## src/rtl/sync_divider_pkg.sv

```systemverilog
// Shared constants for the synchronous programmable divider.
// Direction encodings for the optional up/down build (SYNC_DIVIDER_UPDOWN_EN)
// and the default counter width used by sync_divider.
package sync_divider_pkg;

   localparam logic DIR_UP   = 1'b0;
   localparam logic DIR_DOWN = 1'b1;

   localparam int SYNC_DIVIDER_DEFAULT_WIDTH = 27;

endpackage : sync_divider_pkg

```

## src/rtl/sync_divider.sv

```systemverilog
// Fully synchronous programmable counter / clock divider with terminal-count pulse and 50% toggle.
// Latency: one edge; every output is a flop, no combinational input-to-output path.
// Backpressure: none; priority per edge is rst > load > en > hold.
// Optional down counting and the dir port exist only when SYNC_DIVIDER_UPDOWN_EN is defined.
module sync_divider
   import sync_divider_pkg::*;
#(
   parameter int               WIDTH     = SYNC_DIVIDER_DEFAULT_WIDTH,
   parameter logic [WIDTH-1:0] RESET_VAL = '0
) (
   input  logic             clk,
   input  logic             rst,
   input  logic             en,
   input  logic             load,
   input  logic [WIDTH-1:0] load_val,
   input  logic [WIDTH-1:0] max_val,
`ifdef SYNC_DIVIDER_UPDOWN_EN
   input  logic             dir,
`endif
   output logic [WIDTH-1:0] count,
   output logic             tc,
   output logic             led
);

   localparam logic [WIDTH-1:0] ONE = WIDTH'(1);

   logic [WIDTH-1:0] r_count;
   logic             r_tc;
   logic             r_led;

   logic [WIDTH-1:0] w_count_nxt;
   logic             w_tc_nxt;

   // Next count and terminal-count flag; max_val is taken fresh every edge so a
   // mid-count change simply feeds the compare/reload on the next step.
   always_comb begin
      w_count_nxt = r_count;
      w_tc_nxt    = 1'b0;
      if (load) begin
         w_count_nxt = load_val;
      end else if (en) begin
`ifdef SYNC_DIVIDER_UPDOWN_EN
         if (dir == DIR_DOWN) begin
            // A count parked above max_val (via load) just walks down normally.
            if (r_count == '0) begin
               w_count_nxt = max_val;
               w_tc_nxt    = 1'b1;
            end else begin
               w_count_nxt = r_count - ONE;
            end
         end else
`endif
         begin
            // >= rather than == so a loaded value above max_val wraps immediately.
            if (r_count >= max_val) begin
               w_count_nxt = '0;
               w_tc_nxt    = 1'b1;
            end else begin
               w_count_nxt = r_count + ONE;
            end
         end
      end
   end

   // State registers: count, one-cycle tc pulse, and led toggling on each tc.
   always_ff @(posedge clk) begin
      if (rst) begin
         r_count <= RESET_VAL;
         r_tc    <= 1'b0;
         r_led   <= 1'b0;
      end else begin
         r_count <= w_count_nxt;
         r_tc    <= w_tc_nxt;
         r_led   <= r_led ^ w_tc_nxt;
      end
   end

   assign count = r_count;
   assign tc    = r_tc;
   assign led   = r_led;

endmodule : sync_divider

```

## config.mk

```make
export PLATFORM = sky130hd
export DESIGN_NAME = sync_divider
export DESIGN_NICKNAME = d
export VERILOG_FILES = /design/src/rtl/sync_divider_pkg.sv /design/src/rtl/sync_divider.sv
export SDC_FILE = /design/constraint.sdc
export NUM_CORES = 1
export LEC_CHECK = 0
export BUFFER_PORTS_ARGS = -buffer_cell sky130_fd_sc_hd__clkbuf_2
export CAP_MARGIN = 25
export CORE_MARGIN = 4
export CORE_UTILIZATION = 52
export DETAILED_ROUTE_END_ITERATION = 12
export PLACE_DENSITY = 0.82
export SLEW_MARGIN = 20
export SYNTH_ARGS = -nofsm -noshare
export SYNTH_HDL_FRONTEND = slang
export SYNTH_SLANG_ARGS = --single-unit
```

## constraint.sdc

```tcl
create_clock -name clk -period 2.87 [get_ports clk]
set_input_delay 0.287 -clock clk [delete_from_list [all_inputs] [get_ports clk]]
set_output_delay 0.287 -clock clk [all_outputs]
set_load 0.05 [all_outputs]
```

==> out/qor.csv, run 1 <==
stage,metric,value,unit
cells_and_area,insertedDiodeCount,0,
floorplan,io_pins,87,
clock_tree,root_buffer,clkbuf_8,
synthesis,synth.distinct_cells,54,
synthesis,yosysTopAreaCell,dfxtp_1,
cells_and_area,layout.nets,549,
detailed_routing,vias,3186,
clock_tree,postCtsSetupRepairBufs,0,
grt,grt_pass1_vias,2968,
synthesis,yosysWarnings,0,
sta,hold_viol_final,0,
sta,setup_viol,0,
grt,grt_use_total,0.2635,
clock_tree,clk_pin_slew,60,ps
worst_setup_path,cp_data_required_time,3070,ps
synthesis,synth_top_area_frac,0.2069,
hold_path,hold_class,in2reg,
worst_setup_path,cp_data_arrival_time,2770,ps
placed_design,place_hpwl,6422,um
sta,drv_slew,0,
detailed_routing,dr.pass1.iters,5,
synthesis,syn_inst,376,
floorplan,start_util,0.5426,
grt,antenna_found_initial,0,
synthesis,ys_async_sr_fraction,0,
detailed_routing,vias_per_cell,5.977,
cells_and_area,drive_gt1_frac,0.2592,
synthesis,synth_seq_area_share,0.2069,
cells_and_area,regArea,580.6,um^2
grt,grt_max_degree,24,
clock_tree,cts_buffers,5,
sta,tightest_slew,560.6,ps
outcome,outcome,completed,
detailed_routing,drtIter0Drc,273,
sta,final.setup.tns,0,ps
detailed_routing,drc_errors,0,
sta,period_needed,2572,ps
worst_setup_path,crit_fanout,17,
cells_and_area,area_growth,21.53,%
sta,holdWs,233.3,ps
synthesis,synth.avg_cell_area,7.464,um^2
cells_and_area,multi_input_area,0.001993,mm^2
floorplan,die_h,81.47,um
clock_tree,cts-resized-gates,0,
sta,rsz0062_at_grt,false,
synthesis,synth_enable_flop_cells,0,
placed_design,place.gp.congestion,0.9240,
detailed_routing,detail_route.wl_per_cell,16.03,um
synthesis,synth_area_leaders,"dfxtp_1, ha_1, nand2_1",
grt,gr-total-overflow,0,
floorplan,num_rows,26,
clock_tree,cts.path.max_buffers,2,
detailed_routing,drtAntennaViolNets,0,
flow_run,maxCapViolations,0,
clock_tree,cts.sinks,29,
clock_tree,clkLatencyLatePin,290,ps
sta,max_freq,388.7,MHz
floorplan,die_w,81.47,um
worst_setup_path,worstSetupPathType,reg2reg,
power,p_leak,1.663,nW
detailed_routing,wl,8545,um
placed_design,io_buffers,86,
power,irDropWorstVdd,0.0002168,V
cells_and_area,fillerInstances,460,
sta,max-slew-margin-rel,0.6259,
synthesis,synth_seq_cells,29,
clock_tree,htree_levels,2,
floorplan,core-area,0.005172,mm^2
worst_setup_path,setup.worst_path.end_class,flip-flop,
synthesis,syn-cell-area,0.002806,mm^2
power,p_per_area,387.6,mW/mm^2
clock_tree,hold_buffers,0,
synthesis,synth_nets,462,
floorplan,dieArea,0.006637,mm^2
sta,min_period_over_period,0.8963,
worst_setup_path,startpoint_type,flip-flop,
clock_tree,tritoncts,yes,
sta,fin_skew,9.168,ps
synthesis,synth_ff_type,dfxtp_1,
grt,grt_pass1_wl,13660,um
[through the flow]
stage          total power, mW  instance area [um^2]  setup slack (ps)  utilization  std cells
6_report                 1.322                  3411             297.6       0.6594        533
5_1_grt                  1.391                  3411             116.9       0.6594        533
4_1_cts                  1.321                  3411             343.2       0.6594        533
3_5_place_dp            0.9697                  3324             336.4       0.6427        526
3_3_place_gp            0.9562                  3324             448.4       0.6427        526
2_1_floorplan           0.8188                  2806             438.6            -        376
[cell usage in the layout, fill, tap and decap left out, drive strengths merged, types with 3 or more instances in the layout]
master | Yosys | layout
nand3 | 18 | 18
a31oi | 4 | 4
nor2b | 11 | 11
nor3 | 10 | 10
o311ai | 6 | 6
a21oi | 24 | 24
o211ai | 9 | 9
o21ai | 20 | 20
a32oi | 3 | 3
nand4 | 16 | 16
o21a | 11 | 11
ha | 28 | 28
dfxtp | 29 | 29
o22ai | 5 | 5
nand2b | 3 | 3
nand3b | 4 | 4
nor4b | 3 | 3
nor2 | 15 | 15
xnor2 | 3 | 3
and2 | 3 | 3
inv | 34 | 34
buf | 7 | 14
nand2 | 46 | 46
and3 | 26 | 26
a211oi | 3 | 3
clkbuf | 13 | 93
[cell type report]
type                       instances  share of cell area
tap                               70             0.02568
inverter                          34             0.03742
multi-input combinational        293              0.5844
clock buffer                       7             0.02531
sequential                        29              0.1702
timing repair buffer             100              0.1570
[worst max-delay path: stages (launching register included)]
cell	delay, ps
dfxtp_1	470
ha_1	300
nand4_1	180
nor2_2	90
a22oi_1	220
and3_1	510
buf_4	340
nand4_1	120
a311oi_1	250
[registers in the layout (all words and copies together), names as in the netlist]
signal and count:
led 1, tc 1, count 27
[path summary, 6_finish.rpt]
check	start	endpoint	slack [ps]	cells past startpoint
worst max register to register	count[24]	count[0]	300	8
worst min-delay path	load_val[24]	count[24]	230	3
worst max-delay path	count[24]	count[0]	300	8
worst min register to register	count[26]	count[26]	530	1
[power by group]
part	switching, mW	internal (mW)	total [mW]
clock	0.166	0.190	0.356
sequential	0.0501	0.437	0.487
combinational	0.313	0.166	0.479
total	0.529	0.793	1.32
[synthesized netlist by cell type (all sizes together) (4+ instances only)]
| cell | number |
|---|---|
| nand2 | 46 |
| and3 | 26 |
| buf | 7 |
| a21oi | 24 |
| nand3b | 4 |
| nor2 | 15 |
| a31oi | 4 |
| nor3 | 10 |
| o211ai | 9 |
| o311ai | 6 |
| inv | 34 |
| clkbuf | 13 |
| o22ai | 5 |
| o21ai | 20 |
| nand4 | 16 |
| ha | 28 |
| nand3 | 18 |
| o21a | 11 |
| nor2b | 11 |
| dfxtp | 29 |
[cells by family (layout without fill, tap and decap cells)]
family,count (synthesis),after routing,synth area share
mux,1,1,0.004012
simple gates,163,163,0.3259
compound gates,97,97,0.2430
fa+ha+maj,28,28,0.1248
xor+xnor,4,4,0.01249
flops,29,29,0.2069
buf+inv,54,141,0.08292
[routing by layer]
layer,up-vias,share of wire,GRT usage
met1,1461,0.41,0.3387
li1,1551,-,-
met2,158,0.49,0.4349
met5,-,0,0
met3,16,0.091,0.05373
met4,0,0.013,0.09459
Note: power is estimated with default switching activity, not from simulation.
==> run 2, diff against run 1 <==
Settings changed: BUFFER_PORTS_ARGS -buffer_cell sky130_fd_sc_hd__clkbuf_2 to -buffer_cell sky130_fd_sc_hd__buf_2.
==> run 2 against run 1 <==
Compared with the run above: setup slack lost 6.6 ps; sequential cell count is the same; critical path type unchanged; clock power grew 8.7%; critical endpoint is now count[3]; highest routed layer unchanged.
==> out/qor.csv, run 2 (synthesis results as in run 1) <==
stage,metric,value,unit,change
detailed_routing,vias,3241,,+1.7%
sta,max-slew-margin-rel,0.5720,,-0.05389
detailed_routing,drtAntennaViolNets,0,,unchanged
placed_design,io_buffers,86,,unchanged
power,p_per_area,394.7,mW/mm^2,+1.8%
detailed_routing,vias_per_cell,6.092,,+1.9%
detailed_routing,drc_errors,0,,unchanged
power,p_sw_frac,0.3936,,-0.006882
placed_design,placed_cell_area,0.003309,mm^2,-0.45%
power,pwr-share-seq,0.365,,-0.003
floorplan,dieArea,0.006637,mm^2,unchanged
sta,drv_slew,0,,unchanged
worst_setup_path,setup.worst_path.end_class,flip-flop,,
power,irDropWorstVdd,0.0002087,V,-3.7%
sta,fin_skew,9.223,ps,+0.05501 ps
clock_tree,tritoncts,yes,,
detailed_routing,wl,8497,um,-0.56%
cells_and_area,mostFrequentLayoutCell,buf_2,,
detailed_routing,detail_route.wl_per_cell,15.97,um,-0.37%
floorplan,die_w,81.47,um,unchanged
worst_setup_path,r2r_setup_slack,290,ps,about the same
cells_and_area,multi_input_area,0.001993,mm^2,unchanged
clock_tree,postCtsSetupRepairBufs,0,,unchanged
floorplan,io_pins,87,,unchanged
worst_setup_path,startpoint_type,flip-flop,,
sta,final.setup.tns,0,ps,unchanged
grt,grt_use_total,0.2575,,-0.005916
clock_tree,hold_buffers,0,,unchanged
worst_setup_path,startpoint,count[24],,
grt,grt_pass1_wl,13430,um,-1.7%
grt,gr-total-overflow,0,,unchanged
cells_and_area,regArea,580.6,um^2,unchanged
floorplan,start_util,0.5426,,unchanged
cells_and_area,largest_reg_flops,27,,unchanged
clock_tree,cts-resized-gates,0,,unchanged
cells_and_area,final_area,0.003411,mm^2,unchanged
grt,grt_pass1_vias,2944,,-0.81%
worst_setup_path,timing.rr.start,count[24],,
detailed_routing,drtIter0Drc,261,,-4.4%
clock_tree,cts.sinks,29,,unchanged
floorplan,num_rows,26,,unchanged
sta,min_period_over_period,0.8986,,+0.002290
clock_tree,root_buffer,clkbuf_8,,
clock_tree,cts_buffers,5,,unchanged
grt,grt_max_degree,32,,+33%
clock_tree,clk_pin_slew,70,ps,about the same
worst_setup_path,r2r_cells,7,,-1
cells_and_area,fillerInstances,466,,+1.3%
worst_setup_path,timing.rr.end,count[3],,
worst_setup_path,cp_data_required_time,3060,ps,about the same
power,p_leak,1.663,nW,about the same
clock_tree,cts.path.max_buffers,2,,unchanged
sta,rsz0062_at_grt,false,,
worst_setup_path,cp-endpoint,count[3],,
placed_design,place.gp.congestion,0.9180,,-0.65%
sta,tightest_slew,641.3,ps,+80.74 ps
sta,period_needed,2579,ps,+6.573 ps
detailed_routing,dr.pass1.iters,5,,unchanged
sta,hold_viol_final,0,,unchanged
worst_setup_path,crit_fanout,12,,-5
hold_path,hold_class,in2reg,,
cells_and_area,drive_gt1_frac,0.2597,,+0.0005610
power,switchingPower,529.9,uW,about the same
grt,antenna_found_initial,0,,unchanged
cells_and_area,area_growth,21.53,%,unchanged
floorplan,core-area,0.005172,mm^2,unchanged
clock_tree,clkLatencyLatePin,290,ps,about the same
sta,setup_viol,0,,unchanged
cells_and_area,insertedDiodeCount,0,,unchanged
cells_and_area,layout_common_cells,"buf_2, nand2_1, inv_1, dfxtp_1, ha_1",,
floorplan,die_h,81.47,um,unchanged
worst_setup_path,cp_data_arrival_time,2770,ps,about the same
worst_setup_path,worstSetupPathType,reg2reg,,
power,clockPowerShare,0.287,,+0.017
power,p_comb_frac,0.348,,-0.014
power,intPower,816.5,uW,+3.0%
flow_run,maxCapViolations,0,,unchanged
sta,max_freq,387.8,MHz,-0.25%
placed_design,place_hpwl,6303,um,-1.8%
clock_tree,htree_levels,2,,unchanged
cells_and_area,layout.nets,547,,-0.36%
outcome,outcome,completed,,
## run 2: how the worst min path moves through the flow
stage	slack [ps]	to	cells past startpoint	from
floorplan	420	count[24]	2	load_val[24]
global placement	500	count[26]	1	count[26]
detailed placement	510	count[26]	1	count[26]
CTS	250	count[24]	3	load_val[24]
global route	260	count[24]	3	load_val[24]
finish	250	count[24]	3	load_val[24]
## run 2: per-layer routing
metal / wire (um) / global-route usage
met5: 0 / 0
met1: 3479 / 0.3298
met3: 776 / 0.04276
met2: 4094 / 0.4308
met4: 147 / 0.09966
## run 2: critical path: stages (launching register included)
cell	delay [ps]
dfxtp_1	480
ha_1	310
nand4_1	190
nor2_2	90
a22oi_1	200
and3_1	520
nand4_4	310
o311ai_0	380
## run 2: cell type report
class	count	area share
sequential	29	0.1702
timing repair buffer	98	0.1526
clock buffer	7	0.02825
clock inverter	1	0.001467
multi-input combinational	293	0.5844
tap	70	0.02568
inverter	34	0.03742
## run 2: power groups by stage
stage / Clock (mW) / Combinational (mW) / Sequential, mW
2_1_floorplan: 0 / 0.210 / 0.608
4_1_cts: 0.387 / 0.467 / 0.490
3_3_place_gp: 0 / 0.456 / 0.496
5_1_grt: 0.403 / 0.512 / 0.498
3_5_place_dp: 0 / 0.465 / 0.499
6_report: 0.387 / 0.468 / 0.492
## run 2: metrics by stage
stage                       util  hold WS [ps]  power, mW  setup WS, ps  std cells
after CTS                 0.6594         250.8      1.344         349.2        532
after global placement    0.6398         501.5     0.9518         466.9        524
final                     0.6594         251.2      1.346         291.0        532
after global routing      0.6594         263.2      1.413         128.1        532
after detailed placement  0.6398         509.4     0.9637         321.6        524
after floorplan                -         423.6     0.8188         438.6        376
==> run 3, diff against run 2 <==
Settings changed: CELL_PAD_IN_SITES_DETAIL_PLACEMENT from default to 1, CELL_PAD_IN_SITES_GLOBAL_PLACEMENT from default to 1, CORE_UTILIZATION 52 to 37.
==> run 3 against run 2 <==
Compared with the run above: hold slack worse by 11 ps; die area up 36%; clock power down 8.5%; critical path depth up 1; setup slack better by 41 ps; highest routed layer unchanged.
==> out/qor.csv, run 3 (synthesis results as in run 1) <==
stage,metric,value,unit,change
placed_design,placed_cell_area,0.003376,mm^2,+2.0%
clock_tree,root_buffer,clkbuf_8,,
cells_and_area,mostFrequentLayoutCell,buf_2,,
grt,antenna_found_initial,0,,unchanged
worst_setup_path,cp_data_required_time,3060,ps,about the same
clock_tree,tritoncts,yes,,
cells_and_area,layout_common_cells,"buf_2, nand2_1, inv_1, dfxtp_1, ha_1",,
detailed_routing,drtIter0Drc,144,,-45%
cells_and_area,drive_gt1_frac,0.2624,,+0.002625
grt,grt_max_degree,31,,-3.1%
detailed_routing,wl,9875,um,+16%
floorplan,die_w,95.09,um,+17%
sta,rsz0062_at_grt,false,,
cells_and_area,final_area,0.003462,mm^2,+1.5%
detailed_routing,dr_wl_met2,4897,um,+20%
sta,drv_slew,0,,unchanged
sta,max_freq,394.1,MHz,+1.6%
worst_setup_path,path_buf_inv,1,,+1
outcome,outcome,completed,,
floorplan,num_rows,31,,+19%
worst_setup_path,worst_path_dominant_cell_family,simple AND/OR/NAND/NOR gates,,
worst_setup_path,crit_fanout,20,,+8
cells_and_area,insertedDiodeCount,0,,unchanged
power,total_power,1.334,mW,-0.95%
sta,max-slew-margin-rel,0.5902,,+0.01823
placed_design,place.gp.congestion,0.8446,,-8.0%
grt,gr-total-overflow,0,,unchanged
detailed_routing,wl_met3,478,um,-38%
placed_design,pre_cts_ws,356.8,ps,+35.20 ps
detailed_routing,detail_route.wl_per_cell,17.51,um,+9.6%
cells_and_area,finish.utilization,0.4723,,-0.1871
placed_design,place_hpwl,7573,um,+20%
worst_setup_path,worstSetupPathType,reg2reg,,
sta,tightest_slew,614.0,ps,-27.31 ps
hold_path,hold_class,in2reg,,
clock_tree,cts.sinks,29,,unchanged
hold_path,hold_depth,3,,unchanged
sta,min_period_over_period,0.8842,,-0.01439
worst_setup_path,slowest_delay,470,ps,-50 ps
worst_setup_path,cp_data_arrival_time,2730,ps,-40 ps
grt,grt_pass1_vias,3351,,+14%
clock_tree,cts.path.max_buffers,2,,unchanged
clock_tree,hold_buffers,0,,unchanged
sta,hold_viol_final,0,,unchanged
cells_and_area,fillerInstances,963,,+110%
grt,grt_use_total,0.2292,,-0.02837
floorplan,dieArea,0.009042,mm^2,+36%
sta,fin_skew,2.126,ps,-7.097 ps
sta,fin_ws,332.3,ps,+41.29 ps
worst_setup_path,cpMaxStageDelayCell,dfxtp_1,,
grt,grt_pass1_wl,16370,um,+22%
cells_and_area,largest_reg_flops,27,,unchanged
placed_design,io_buffers,86,,unchanged
detailed_routing,vias_per_cell,5.670,,-6.9%
worst_setup_path,worst-path-stages,8,,+1
flow_run,maxCapViolations,0,,unchanged
power,p_leak,1.675,nW,+0.69%
detailed_routing,vias,3198,,-1.3%
sta,setup_viol,0,,unchanged
clock_tree,clk_pin_slew,60,ps,about the same
detailed_routing,wirelength_met1,4398,um,+26%
sta,period_needed,2538,ps,-41.29 ps
detailed_routing,drc_errors,0,,unchanged
cells_and_area,area_growth,23.36,%,
worst_setup_path,setup.worst_path.end_class,flip-flop,,
clock_tree,htree_levels,2,,unchanged
floorplan,io_pins,87,,unchanged
clock_tree,postCtsSetupRepairBufs,0,,unchanged
floorplan,die_h,95.09,um,+17%
detailed_routing,drtAntennaViolNets,0,,unchanged
power,p_per_area,385.2,mW/mm^2,-2.4%
detailed_routing,dr.pass1.iters,4,,-1
sta,final.setup.tns,0,ps,unchanged
worst_setup_path,cp_cell_sequence,"ha_1, nand4_1, nor2_2, a22oi_1, and3_1, buf_4, nand4b_1, o31ai_1",,
cells_and_area,layout.nets,551,,+0.73%
floorplan,core-area,0.007331,mm^2,+42%
clock_tree,cts-resized-gates,0,,unchanged
worst_setup_path,r2r_cells,8,,+1
worst_setup_path,startpoint_type,flip-flop,,
floorplan,start_util,0.3828,,-0.1597
power,irDropWorstVdd,0.0001512,V,-28%
clock_tree,cts_buffers,5,,unchanged
clock_tree,clkLatencyLatePin,280,ps,about the same
detailed_routing,dr.max_layer_used,met4,,
-- run 3: cell count changes in the layout (fill, tap and decap cells not counted), sizes merged --
cell | previous run | this run
buf | 98 | 102
clkinv | 1 | 0
-- run 3: worst min-delay path, stage by stage --
cell	delay, ps
buf_2	80
a32oi_1	50
o211ai_1	70
-- run 3: layout make-up --
class,count,area (um^2),area share
tap,99,123.9,0.03578
timing repair buffer,102,550.5,0.1590
inverter,34,127.6,0.03686
multi-input combinational,293,1993,0.5757
sequential,29,580.6,0.1677
clock buffer,7,86.33,0.02494
-- run 3: where the power goes --
group,switching (mW),internal (mW),total [mW],leakage [nW]
Sequential,0.0510,0.437,0.488,0.240
Combinational,0.323,0.169,0.492,1.39
Clock,0.164,0.190,0.354,0.0443
-- run 3: routing by layer --
layer	up-vias	GRT usage
met5	-	0
met4	0	0.06611
met3	7	0.03394
met2	89	0.3924
met1	1550	0.2973
li1	1552	-
-- run 3: path summary, 6_finish.rpt --
check	start	to	slack, ps
max	count[24]	count[26]	330
min	load_val[24]	count[24]	240
max reg2reg	count[24]	count[26]	330
min reg2reg	count[26]	count[26]	550
-- run 3: metrics by stage --
stage	hold WS, ps	std cells
floorplan	423.6	376
global placement	514.7	557
detailed placement	530.2	557
CTS	238.3	564
global route	249.5	564
finish	240.7	564
